### config.mk
export PLATFORM = sky130hd
export DESIGN_NAME = calc_cmd_issuer
export DESIGN_NICKNAME = d
export VERILOG_FILES = /design/src/rtl/calc_pkg.sv /design/src/rtl/calc_op_decode.sv /design/src/rtl/calc_cmd_issuer.sv
export SDC_FILE = /design/constraint.sdc
export NUM_CORES = 1
export LEC_CHECK = 0
export BUFFER_PORTS_ARGS = -buffer_cell sky130_fd_sc_hd__clkbuf_2
export CAP_MARGIN = 5
export CORE_MARGIN = 2
export CORE_UTILIZATION = 50
export CTS_CLUSTER_DIAMETER = 40
export CTS_CLUSTER_SIZE = 40
export DETAILED_ROUTE_END_ITERATION = 10
export PLACE_DENSITY_LB_ADDON = 0.25
export SLEW_MARGIN = 20
export SYNTH_ARGS = -nofsm -noshare
export SYNTH_HDL_FRONTEND = slang
export SYNTH_SLANG_ARGS = --single-unit
### constraint.sdc
create_clock -name clk -period 1.8 [get_ports clk]
set_input_delay 0.36 -clock clk [delete_from_list [all_inputs] [get_ports clk]]
set_output_delay 0.36 -clock clk [all_outputs]
set_load 0.005 [all_outputs]
### src/rtl/calc_pkg.sv
// Shared constants for the 8-bit calculator front-ends: opcodes, strobe bit
// positions in the calculator's {add,sub,mul,and,or,not,xor} bus, and FSM state codes.
package calc_pkg;

  localparam logic [2:0] OP_ADD = 3'd0;
  localparam logic [2:0] OP_SUB = 3'd1;
  localparam logic [2:0] OP_MUL = 3'd2;
  localparam logic [2:0] OP_AND = 3'd3;
  localparam logic [2:0] OP_OR  = 3'd4;
  localparam logic [2:0] OP_NOT = 3'd5;
  localparam logic [2:0] OP_XOR = 3'd6;
  localparam logic [2:0] OP_CLR = 3'd7;

  localparam int unsigned NumStb = 7;

  // Bit 6 is the leftmost strobe (add), bit 0 the rightmost (xor).
  localparam int unsigned STB_ADD = 6;
  localparam int unsigned STB_SUB = 5;
  localparam int unsigned STB_MUL = 4;
  localparam int unsigned STB_AND = 3;
  localparam int unsigned STB_OR  = 2;
  localparam int unsigned STB_NOT = 1;
  localparam int unsigned STB_XOR = 0;

  localparam logic [2:0] StIdle    = 3'd0;
  localparam logic [2:0] StDrive   = 3'd1;
  localparam logic [2:0] StSettle  = 3'd2;
  localparam logic [2:0] StCapture = 3'd3;
  localparam logic [2:0] StResp    = 3'd4;

endpackage

### src/rtl/calc_op_decode.sv
// Combinational opcode decoder: 3-bit opcode to one-hot strobe bus plus clear.
module calc_op_decode
  import calc_pkg::*;
(
  input  logic [2:0]        op_i,
  output logic [NumStb-1:0] ops_o,
  output logic              clr_o
);

  always_comb begin
    ops_o = '0;
    clr_o = 1'b0;
    unique case (op_i)
      OP_ADD:  ops_o[STB_ADD] = 1'b1;
      OP_SUB:  ops_o[STB_SUB] = 1'b1;
      OP_MUL:  ops_o[STB_MUL] = 1'b1;
      OP_AND:  ops_o[STB_AND] = 1'b1;
      OP_OR:   ops_o[STB_OR]  = 1'b1;
      OP_NOT:  ops_o[STB_NOT] = 1'b1;
      OP_XOR:  ops_o[STB_XOR] = 1'b1;
      OP_CLR:  clr_o          = 1'b1;
      default: ;
    endcase
  end

endmodule

### src/rtl/calc_cmd_issuer.sv
// Command initiator for the calculator: accepts one command, pulses its strobe for one cycle,
// waits for the result register, and returns the captured result over a response handshake.
module calc_cmd_issuer
  import calc_pkg::*;
#(
  parameter int unsigned SETTLE = 0,
  parameter int unsigned CNT_W  = 8
) (
  input  logic              clk,
  input  logic              rst_n,
  input  logic              cmd_valid_i,
  output logic              cmd_ready_o,
  input  logic [2:0]        cmd_op_i,
  input  logic [7:0]        cmd_a_i,
  input  logic [7:0]        cmd_b_i,
  input  logic              cmd_uas_i,
  output logic [7:0]        alu_in1_o,
  output logic [7:0]        alu_in2_o,
  output logic [NumStb-1:0] alu_ops_o,
  output logic              alu_uas_o,
  output logic              alu_clr_o,
  input  logic [7:0]        alu_res_i,
  output logic              rsp_valid_o,
  input  logic              rsp_ready_i,
  output logic [7:0]        rsp_data_o,
  output logic [2:0]        rsp_op_o,
  output logic [CNT_W-1:0]  done_cnt_o
);

  // Settle counter loads SETTLE-1 on leaving DRIVE and counts down to zero.
  localparam logic [3:0] SettleLast = (SETTLE > 0) ? 4'(SETTLE - 1) : 4'd0;

  logic [2:0]        state_q, state_d;
  logic [3:0]        settle_cnt_q, settle_cnt_d;
  logic              cmd_ready_q, cmd_ready_d;
  logic [7:0]        alu_in1_q, alu_in1_d;
  logic [7:0]        alu_in2_q, alu_in2_d;
  logic [NumStb-1:0] alu_ops_q, alu_ops_d;
  logic              alu_uas_q, alu_uas_d;
  logic              alu_clr_q, alu_clr_d;
  logic [2:0]        op_q, op_d;
  logic              rsp_valid_q, rsp_valid_d;
  logic [7:0]        rsp_data_q, rsp_data_d;
  logic [2:0]        rsp_op_q, rsp_op_d;
  logic [CNT_W-1:0]  done_cnt_q, done_cnt_d;

  logic [NumStb-1:0] dec_ops;
  logic              dec_clr;

  calc_op_decode u_op_decode (
    .op_i  (cmd_op_i),
    .ops_o (dec_ops),
    .clr_o (dec_clr)
  );

  always_comb begin
    state_d      = state_q;
    settle_cnt_d = settle_cnt_q;
    cmd_ready_d  = cmd_ready_q;
    alu_in1_d    = alu_in1_q;
    alu_in2_d    = alu_in2_q;
    alu_ops_d    = alu_ops_q;
    alu_uas_d    = alu_uas_q;
    alu_clr_d    = alu_clr_q;
    op_d         = op_q;
    rsp_valid_d  = rsp_valid_q;
    rsp_data_d   = rsp_data_q;
    rsp_op_d     = rsp_op_q;
    done_cnt_d   = done_cnt_q;

    case (state_q)
      StIdle: begin
        // cmd_ready rises one edge after reset; accepting needs it already high.
        cmd_ready_d = 1'b1;
        if (cmd_valid_i && cmd_ready_q) begin
          alu_in1_d   = cmd_a_i;
          alu_in2_d   = cmd_b_i;
          alu_uas_d   = cmd_uas_i;
          alu_ops_d   = dec_ops;
          alu_clr_d   = dec_clr;
          op_d        = cmd_op_i;
          cmd_ready_d = 1'b0;
          state_d     = StDrive;
        end
      end
      StDrive: begin
        alu_ops_d = '0;
        alu_clr_d = 1'b0;
        if (SETTLE > 0) begin
          settle_cnt_d = SettleLast;
          state_d      = StSettle;
        end else begin
          state_d = StCapture;
        end
      end
      StSettle: begin
        if (settle_cnt_q == 4'd0) begin
          state_d = StCapture;
        end else begin
          settle_cnt_d = settle_cnt_q - 4'd1;
        end
      end
      StCapture: begin
        rsp_data_d  = alu_res_i;
        rsp_op_d    = op_q;
        rsp_valid_d = 1'b1;
        state_d     = StResp;
      end
      StResp: begin
        if (rsp_ready_i) begin
          rsp_valid_d = 1'b0;
          done_cnt_d  = done_cnt_q + CNT_W'(1);
          cmd_ready_d = 1'b1;
          state_d     = StIdle;
        end
      end
      default: begin
        alu_ops_d   = '0;
        alu_clr_d   = 1'b0;
        rsp_valid_d = 1'b0;
        cmd_ready_d = 1'b0;
        state_d     = StIdle;
      end
    endcase
  end

  always_ff @(posedge clk or negedge rst_n) begin
    if (!rst_n) begin
      state_q      <= StIdle;
      settle_cnt_q <= 4'd0;
      cmd_ready_q  <= 1'b0;
      alu_in1_q    <= 8'h00;
      alu_in2_q    <= 8'h00;
      alu_ops_q    <= '0;
      alu_uas_q    <= 1'b0;
      alu_clr_q    <= 1'b0;
      op_q         <= 3'd0;
      rsp_valid_q  <= 1'b0;
      rsp_data_q   <= 8'h00;
      rsp_op_q     <= 3'd0;
      done_cnt_q   <= '0;
    end else begin
      state_q      <= state_d;
      settle_cnt_q <= settle_cnt_d;
      cmd_ready_q  <= cmd_ready_d;
      alu_in1_q    <= alu_in1_d;
      alu_in2_q    <= alu_in2_d;
      alu_ops_q    <= alu_ops_d;
      alu_uas_q    <= alu_uas_d;
      alu_clr_q    <= alu_clr_d;
      op_q         <= op_d;
      rsp_valid_q  <= rsp_valid_d;
      rsp_data_q   <= rsp_data_d;
      rsp_op_q     <= rsp_op_d;
      done_cnt_q   <= done_cnt_d;
    end
  end

  assign cmd_ready_o = cmd_ready_q;
  assign alu_in1_o   = alu_in1_q;
  assign alu_in2_o   = alu_in2_q;
  assign alu_ops_o   = alu_ops_q;
  assign alu_uas_o   = alu_uas_q;
  assign alu_clr_o   = alu_clr_q;
  assign rsp_valid_o = rsp_valid_q;
  assign rsp_data_o  = rsp_data_q;
  assign rsp_op_o    = rsp_op_q;
  assign done_cnt_o  = done_cnt_q;

endmodule

==> results of run 1 <==
==> metal layers <==
metal,vias up,wire (µm)
met5,-,0
met4,0,60
met1,787,1820
met3,6,217
met2,37,2100
li1,746,-
==> power by group through the flow <==
stage / combinational (mW) / clock, mW / sequential (mW)
3_5_place_dp: 1.74 / 0 / 2.08
2_1_floorplan: 1.08 / 0 / 2.05
4_1_cts: 1.75 / 0.748 / 2.06
6_report: 1.71 / 0.715 / 2.05
5_1_grt: 1.88 / 0.783 / 2.12
3_3_place_gp: 1.72 / 0 / 2.05
==> cell usage in the layout (no fill, tap or decap), types with 2 or more instances in the layout <==
cell type / n
a211oi_1: 2
a21oi_1: 3
and3_1: 2
buf_12: 2
buf_4: 5
clkbuf_2: 77
clkbuf_8: 7
dfrtp_1: 56
ha_1: 2
inv_1: 2
mux2_1: 3
mux2_2: 38
nand2_1: 6
nand2b_1: 2
nand3b_1: 2
nand4_1: 4
nor2_1: 8
nor2b_1: 2
nor3_2: 2
o21ai_0: 2
xnor2_1: 9
==> through the flow <==
stage	utilization [%]	power, mW	setup slack [ps]	hold WS (ps)
floorplan	-	3.12	267	64.4
finish	63.6	4.48	185	43.8
CTS	63.6	4.55	173	49.0
global route	63.6	4.78	72.1	54.3
detailed placement	61.5	3.82	197	383
global placement	61.5	3.77	242	389
==> state kept, by name (all words and copies together) (netlist names), 3 cells and up <==
signal / count
op_q: 3
done_cnt_o: 8
rsp_op_o: 3
state_q: 3
alu_in2_o: 8
rsp_data_o: 8
settle_cnt_q: 4
alu_ops_o: 7
alu_in1_o: 8
==> cell type report <==
type | instances | area (µm²)
inverter | 2 | 7.51
clock buffer | 7 | 96.3
sequential | 56 | 1400
timing repair buffer | 84 | 463
fill | 393 | 1690
multi-input combinational | 101 | 908
tap | 54 | 67.6
==> final timing paths <==
path                                             start                   endpoint  cells past startpoint  slack [ps]
setup / recovery           settle_cnt_q[0]$_DFFE_PN0P_     state_q[0]$_DFFE_PN0P_                      5         190
hold / removal                                   rst_n  done_cnt_o[6]$_DFFE_PN0P_                      2          40
setup reg to reg           settle_cnt_q[0]$_DFFE_PN0P_     state_q[0]$_DFFE_PN0P_                      5         190
hold reg to reg              done_cnt_o[7]$_DFFE_PN0P_  done_cnt_o[7]$_DFFE_PN0P_                      1         470
max in group asynchronous                        rst_n   alu_in2_o[0]$_DFFE_PN0P_                      2        1520
min in group clk                            cmd_a_i[2]   alu_in1_o[2]$_DFFE_PN0P_                      2         280
==> logic make-up (layout without fill, tap and decap cells) <==
kind of cell | Yosys count | count (layout) | share of synthesized area, %
flip-flops | 56 | 56 | 59.2
multiplexers | 41 | 41 | 19.5
AND/OR/NAND/NOR | 39 | 39 | 10.6
XOR/XNOR | 10 | 10 | 3.70
AO/OA/AOI/OAI | 9 | 9 | 3.23
buffers and inverters | 9 | 93 | 2.64
adder cells (fa/ha/maj) | 2 | 2 | 1.06
==> run_results.csv, run 1 <==
group,metric,value,unit
yosys,synth_nets,200,
sta,drv_slew,0,
sta,setup_viol,0,
layout,fin_area,2940,µm²
drt,ant_nets,0,
clock_network,cts_resized,0,
sta,post-route-period-util,89.7,%
power,p_clk_share,15.9,%
drt,vias,1576,
power,p_per_area,1520,nW/µm²
floorplan,pin_count,78,
global_route,grt_usage,17.0,%
global_route,grt_pass1_vias,1553,
global_route,grt-ovfl-total,0,
drt,initialDrtViolationCount,64,
floorplan,num_rows,25,
setup_path,cp-end-kind,"flip-flop",
global_route,grtUsageMet3,4.70,%
yosys,syn_avg_cell_area,14.3,µm²
power,p_switching,1.41,mW
global_route,grt-busiest-layer,"met2",
floorplan,start_util,51.1,%
drt,drc,0,
floorplan,fp.dieW,72.8,µm
power,p_comb_share,38.2,%
global_route,grt_max_degree,57,
setup_path,critPathLaunchType,"flip-flop",
placement,place_hpwl,3030,µm
clock_network,clock-sinks,56,
placement,place_area,2850,µm²
floorplan,die_area,5300,µm²
sta,finalClockSkew,4.04,ps
status,outcome,"completed",
yosys,yosysSeqAreaShare,59.2,%
power,p_int,3.07,mW
clock_network,numCtsBuffers,5,
floorplan,die_h,72.8,µm
sta,slew_headroom,68.6,%
setup_path,critPathArrivalTime,1820,ps
yosys,synth_top_area_share,59.2,%
clock_network,htreeDepth,2,
yosys,yosys.area.top_type,"dfrtp_1",
yosys,yosysUniqueCellTypes,33,
clock_network,cts_tree,"done",
yosys,synth_cells,166,
power,sw_frac_of_total,31.5,%
sta,hold_violations,0,
placement,gpl.final_weighted_congestion,0.731,
min_path,hold_path_class,"input port to async pin",
drt,vias_per_cell,5.18,
yosys,synthTopCellsByCount,"dfrtp_1 (56), mux2_2 (38), xnor2_1 (9)",
yosys,yosysMostFrequentCell,"dfrtp_1",
clock_network,cts.clk_slew.worst_paths,90,ps
drt,wl_per_cell,13.8,µm
setup_path,crit_family,"simple AND/OR/NAND/NOR gates",
sta,post-route-min-period,1610,ps
global_route,met1_usage,21.6,%
sta,worst_pin_slew,471,ps
layout,antenna_cells,0,
floorplan,core_area,4630,µm²
layout,syn_to_final_growth,24.4,%
placement,port_buffers,77,
setup_path,path_cells,"inv_1 -> ha_1 -> or3b_1 -> and2_4 -> a2111oi_4",
yosys,yosys_warnings,0,
clock_network,clk-insertion-delay-late,300,ps
yosys,synth_area_leaders,"dfrtp_1 (59%), mux2_2 (18%), xnor2_1 (3.3%)",
yosys,syn-cell-area,2370,µm²
layout,fin_nets,284,
global_route,antenna_found_initial,0,
layout,drive_gt1_share,56.0,%
setup_path,criticalPathCategory,"flip-flop to flip-flop",
sta,tns,0,ps
placement,dp.cells,297,
setup_path,critPathBufInv,1,
setup_path,required,2010,ps
power,leakagePower,1.45,nW
setup_path,cp_max_fo,3,
sta,rsz0062_at_grt,"false",
power,peakVddDrop,0.807,mV
clock_network,cts_root_buf,"clkbuf_8",
clock_network,cts_hold_buffers,0,
yosys,async_flop_share,100,%
setup_path,max_stage_delay,390,ps
clock_network,cts_buffer_depth,2,
global_route,grt_pass1_wl,6970,µm
global_route,gr-usage-met2,27.5,%
yosys,synth_seq_cells,56,
yosys,synthFlopType,"dfrtp_1",
clock_network,post_cts_buffers,0,
setup_path,crit_path_top_delay_cell,"or3b_1",
run,maxCapViolations,0,
drt,drt-total-wl,4190,µm
layout,fin_cells,304,
drt,first_pass_iters,4,
power,p_seq_share,45.8,%
yosys,synth_edf_count,0,
sta,max_freq,619,MHz
Power figures use the tool's default switching activity.
==> inputs of run 2 (changes only) <==
- CELL_PAD_IN_SITES_DETAIL_PLACEMENT: unset -> 2
- CELL_PAD_IN_SITES_GLOBAL_PLACEMENT: unset -> 2
- CORE_UTILIZATION: 50 -> 33
==> run 2 against run 1 <==
Against the previous run:
- clock-buffer cell count shrank 1
- clock skew grew 3.4 ps
- sequential cell count stayed put
- routed wire length rose by 36%
- first-iteration DRC count decreased by 55%
- global-route usage is 0.97 points lower
- sequential power up 3%
- critical path type unchanged
- largest cell class unchanged
- largest power group unchanged
==> run_results.csv, run 2 (same netlist as run 1, synthesis figures left out) <==
group,metric,value,unit
global_route,grt_usage,16.0,%
sta,max_freq,600,MHz
sta,setup_viol,0,
placement,port_buffers,77,
setup_path,crit_family,"simple AND/OR/NAND/NOR gates",
floorplan,core_area,6870,µm²
setup_path,path_cells,"inv_1 -> ha_1 -> or3b_1 -> and2_4 -> a2111oi_4",
floorplan,die_h,88.7,µm
clock_network,htreeDepth,2,
setup_path,crit_path_top_delay_cell,"or3b_1",
status,outcome,"completed",
power,p_comb_share,37.2,%
clock_network,numCtsBuffers,5,
layout,final_common_cell,"clkbuf_2",
floorplan,num_rows,30,
power,sw_frac_of_total,32.9,%
drt,drt-total-wl,5700,µm
setup_path,critPathLaunchType,"flip-flop",
clock_network,cts_hold_buffers,0,
layout,final_cell_mix,"clkbuf_2 (77), dfrtp_1 (56), mux2_2 (38)",
clock_network,post_cts_buffers,0,
drt,wl_per_cell,16.4,µm
drt,vias_per_cell,4.68,
clock_network,clk-insertion-delay-late,310,ps
sta,slew_headroom,63.7,%
sta,drv_slew,0,
layout,syn_to_final_growth,27.6,%
global_route,grt_pass1_wl,9360,µm
layout,antenna_cells,0,
clock_network,cts_root_buf,"clkbuf_8",
setup_path,cp_max_fo,3,
drt,drc,0,
clock_network,cts.clk_slew.worst_paths,100,ps
setup_path,critPathBufInv,1,
power,p_per_area,1560,nW/µm²
floorplan,die_area,7860,µm²
power,leakagePower,1.46,nW
power,p_clk_share,17.9,%
power,p_seq_share,44.9,%
setup_path,cp-end-kind,"flip-flop",
power,p_int,3.16,mW
clock_network,cts_tree,"done",
setup_path,critPathArrivalTime,1880,ps
clock_network,clock-sinks,56,
run,maxCapViolations,0,
power,peakVddDrop,0.458,mV
power,p_switching,1.55,mW
layout,drive_gt1_share,56.0,%
layout,fin_nets,285,
placement,place_hpwl,4160,µm
sta,fin_ws,133,ps
layout,n_fill_cell,710,
power,power,4.71,mW
sta,tns,0,ps
drt,first_pass_iters,4,
sta,holdWs,28.9,ps
sta,post-route-period-util,92.6,%
global_route,grt_pass1_vias,1840,
global_route,antenna_found_initial,0,
placement,post-place-ws,142,ps
floorplan,start_util,34.4,%
placement,gpl.final_weighted_congestion,0.691,
clock_network,cts_buffer_depth,2,
sta,post-route-min-period,1670,ps
drt,vias,1629,
setup_path,max_stage_delay,400,ps
min_path,hold_path_class,"input port to async pin",
sta,rsz0062_at_grt,"false",
global_route,grt-ovfl-total,0,
clock_network,cts_resized,0,
sta,hold_violations,0,
sta,finalClockSkew,7.41,ps
floorplan,fp.dieW,88.7,µm
drt,ant_nets,0,
global_route,grt_max_degree,57,
placement,dp.cells,340,
layout,fin_cells,348,
sta,worst_pin_slew,544,ps
setup_path,criticalPathCategory,"flip-flop to flip-flop",
drt,initialDrtViolationCount,29,
setup_path,required,2020,ps
floorplan,pin_count,78,
==> run 2: worst register-to-register path: stages, from the launching register on <==
cell,delay [ps]
dfrtp_1,390
inv_1,100
ha_1,170
or3b_1,400
and2_4,200
a2111oi_4,310
==> run 2: final timing paths <==
| check | start | end | slack, ps | cells after the start |
|---|---|---|---|---|
| min | rst_n | alu_in1_o[1]$_DFFE_PN0P_ | 30 | 2 |
| max in group asynchronous | rst_n | alu_ops_o[2]$_DFFE_PN0P_ | 1510 | 2 |
| min in group clk | cmd_a_i[2] | alu_in1_o[2]$_DFFE_PN0P_ | 270 | 2 |
| max | settle_cnt_q[0]$_DFFE_PN0P_ | state_q[0]$_DFFE_PN0P_ | 130 | 5 |
| min reg2reg | done_cnt_o[7]$_DFFE_PN0P_ | done_cnt_o[7]$_DFFE_PN0P_ | 480 | 1 |
| max reg2reg | settle_cnt_q[0]$_DFFE_PN0P_ | state_q[0]$_DFFE_PN0P_ | 130 | 5 |
==> run 2: metal layers <==
metal  GRT usage, %  share of wire, %  vias up
li1               -                 -      752
met1           19.5                40      827
met2           26.3                52       45
met3           6.34               6.8        5
met4           4.55               1.1        0
met5              0                 0        -
==> run 2: final cells by class <==
class	count	area (µm²)	share of cell area, %
multi-input cells	101	908	30.1
inverters	2	7.51	0.249
clock buffers	6	72.6	2.40
well taps	96	120	3.98
clock inverters	2	38.8	1.28
flip-flops and latches	56	1400	46.4
repair buffers	85	470	15.6
==> run 2: power by group through the flow <==
| stage | combinational (mW) | clock (mW) | sequential (mW) |
|---|---|---|---|
| 2_1_floorplan | 1.08 | 0 | 2.05 |
| 4_1_cts | 1.80 | 0.875 | 2.12 |
| 6_report | 1.75 | 0.842 | 2.11 |
| 5_1_grt | 1.94 | 0.933 | 2.19 |
| 3_5_place_dp | 1.79 | 0 | 2.15 |
| 3_3_place_gp | 1.72 | 0 | 2.11 |
==> run 2: metrics by stage <==
stage | util, % | cell area [µm²]
3_5_place_dp | 42.3 | 2910
4_1_cts | 44.0 | 3020
5_1_grt | 44.0 | 3020
3_3_place_gp | 42.3 | 2910
6_report | 44.0 | 3020
2_1_floorplan | - | 2370
==> inputs of run 3 (changes only) <==
- GPL_TIMING_DRIVEN: unset -> 0
==> run 3 against run 2 <==
Against the previous run:
- clock-buffer cell count fell by 1
- sequential cell count did not move
- register-to-register slack hardly changed
- clock skew is 2.0 ps higher
- power shrank 0.15%
- via count is 0.68% lower
- sequential share of layout area shrank 0.21 points
- maximum frequency barely moved
- first-iteration DRC count increased by 34%
- highest routed layer unchanged
- clock power shrank 2.6%
- hold slack better by 250 ps
==> run_results.csv, run 3 (same netlist as run 1, synthesis figures left out) <==
group,metric,value,unit
status,outcome,"completed",
placement,port_buffers,77,
clock_network,cts_buffer_depth,2,
drt,initialDrtViolationCount,39,
clock_network,clock-sinks,56,
sta,max_freq,600,MHz
floorplan,die_h,88.7,µm
min_path,hp-start,"cmd_a_i[2]",
setup_path,critPathArrivalTime,1860,ps
drt,drc,0,
sta,rsz0062_at_grt,"false",
setup_path,r2r-start,"state_q[2]$_DFFE_PN0P_",
min_path,hold_path_depth,2,
layout,final_util,44.2,%
placement,gpl.final_weighted_congestion,0.689,
min_path,hold_path_class,"input port to flip-flop",
global_route,grt_pass1_vias,1843,
drt,wl_per_cell,16.1,µm
clock_network,clk-insertion-delay-late,310,ps
layout,drive_gt1_share,56.5,%
setup_path,critPathLaunchType,"flip-flop",
floorplan,start_util,34.4,%
sta,holdWs,276,ps
floorplan,num_rows,30,
clock_network,post_cts_buffers,0,
layout,fin_nets,286,
sta,setup_viol,0,
clock_network,cts.clk_slew.worst_paths,100,ps
global_route,grt-ovfl-total,0,
drt,vias,1618,
layout,antenna_cells,0,
power,power,4.70,mW
floorplan,die_area,7860,µm²
floorplan,pin_count,78,
global_route,grt_pass1_wl,9230,µm
floorplan,core_area,6870,µm²
run,maxCapViolations,0,
power,leakagePower,1.46,nW
setup_path,regToRegEndpoint,"alu_in1_o[6]$_DFFE_PN0P_",
clock_network,cts_tree,"done",
power,peakVddDrop,0.681,mV
sta,slew_headroom,72.6,%
placement,place_hpwl,4250,µm
setup_path,required,1990,ps
sta,hold_violations,0,
sta,finalClockSkew,9.37,ps
sta,worst_pin_slew,408,ps
drt,first_pass_iters,4,
sta,post-route-period-util,92.7,%
sta,post-route-min-period,1670,ps
min_path,hold-path-endpoint,"alu_in1_o[2]$_DFFE_PN0P_",
drt,drt-total-wl,5610,µm
clock_network,htreeDepth,2,
layout,final_cell_mix,"clkbuf_2 (76), dfrtp_1 (56), mux2_2 (38)",
layout,syn_to_final_growth,28.2,%
setup_path,criticalPathCategory,"flip-flop to flip-flop",
sta,tns,0,ps
power,p_per_area,1550,nW/µm²
clock_network,cts_root_buf,"clkbuf_8",
drt,ant_nets,0,
global_route,grt_usage,15.4,%
clock_network,numCtsBuffers,5,
floorplan,fp.dieW,88.7,µm
global_route,antenna_found_initial,0,
setup_path,rrSetupSlack,130,ps
setup_path,cp_max_fo,10,
global_route,grt_max_degree,45,
setup_path,r2r_cells,4,
drt,vias_per_cell,4.64,
setup_path,cp-end-kind,"flip-flop",
sta,drv_slew,0,
layout,final_common_cell,"clkbuf_2",
==> run 3: changes by cell type in the layout (fill, tap and decap cells not counted), moves of 2 or more <==
cell | before | now
buf_2 | 0 | 2
buf_4 | 6 | 3
buf_12 | 2 | 0
buf_6 | 0 | 2
==> run 3: area by class of cell <==
cell class | instances | area (µm²)
Buffer | 7 | 55.1
Clock buffer | 5 | 68.8
Clock inverter | 3 | 42.5
Fill cell | 714 | 3840
Inverter | 2 | 7.51
Multi-Input combinational cell | 101 | 912
Sequential cell | 56 | 1400
Tap cell | 96 | 120
Timing Repair Buffer | 79 | 425
==> run 3: layer usage <==
metal | track usage (%) | wire [µm]
met2 | 27.1 | 2960
met5 | 0 | 0
met3 | 5.69 | 357
met1 | 18.0 | 2270
met4 | 3.31 | 29
==> run 3: critical path, stage by stage, from the launching register on <==
cell      delay [ps]
dfrtp_1          400
nand3b_1         260
nor3_2           270
buf_4            270
mux2_2           350
==> run 3: worst max-delay path by stage <==
stage                                      startpoint                          end  slack (ps)  cells past startpoint
final                          state_q[2]$_DFFE_PN0P_     alu_in1_o[6]$_DFFE_PN0P_         130                      4
after floorplan           settle_cnt_q[0]$_DFFE_PN0P_       state_q[0]$_DFFE_PN0P_         270                      5
after detailed placement       state_q[0]$_DFFE_PN0P_        alu_clr_o$_DFFE_PN0P_         130                      4
after global placement                          rst_n  settle_cnt_q[3]$_DFFE_PN0P_          70                      1
after CTS                      state_q[0]$_DFFE_PN0P_        alu_clr_o$_DFFE_PN0P_          60                      4
after global routing      settle_cnt_q[0]$_DFFE_PN0P_       state_q[0]$_DFFE_PN0P_          30                      5
==> run 3: timing repair <==
item / CTS / global route
hold buffers: 1 / 0
gates resized for setup: 0 / 2
endpoints found under the hold margin: 12 / 0
setup endpoints to repair: 0 / 2
==> run 3: power by group <==
| part | internal (mW) | switching (mW) |
|---|---|---|
| clock network | 0.412 | 0.408 |
| logic | 0.999 | 0.858 |
| registers | 1.74 | 0.284 |
==> run 3: through the flow <==
| step | cells | cell area, µm² | setup WS [ps] |
|---|---|---|---|
| 2_1_floorplan | 166 | 2370 | 267 |
| 3_3_place_gp | 339 | 2870 | 74.0 |
| 3_5_place_dp | 340 | 2900 | 129 |
| 4_1_cts | 349 | 3020 | 62.8 |
| 5_1_grt | 349 | 3030 | 28.7 |
| 6_report | 349 | 3030 | 132 |
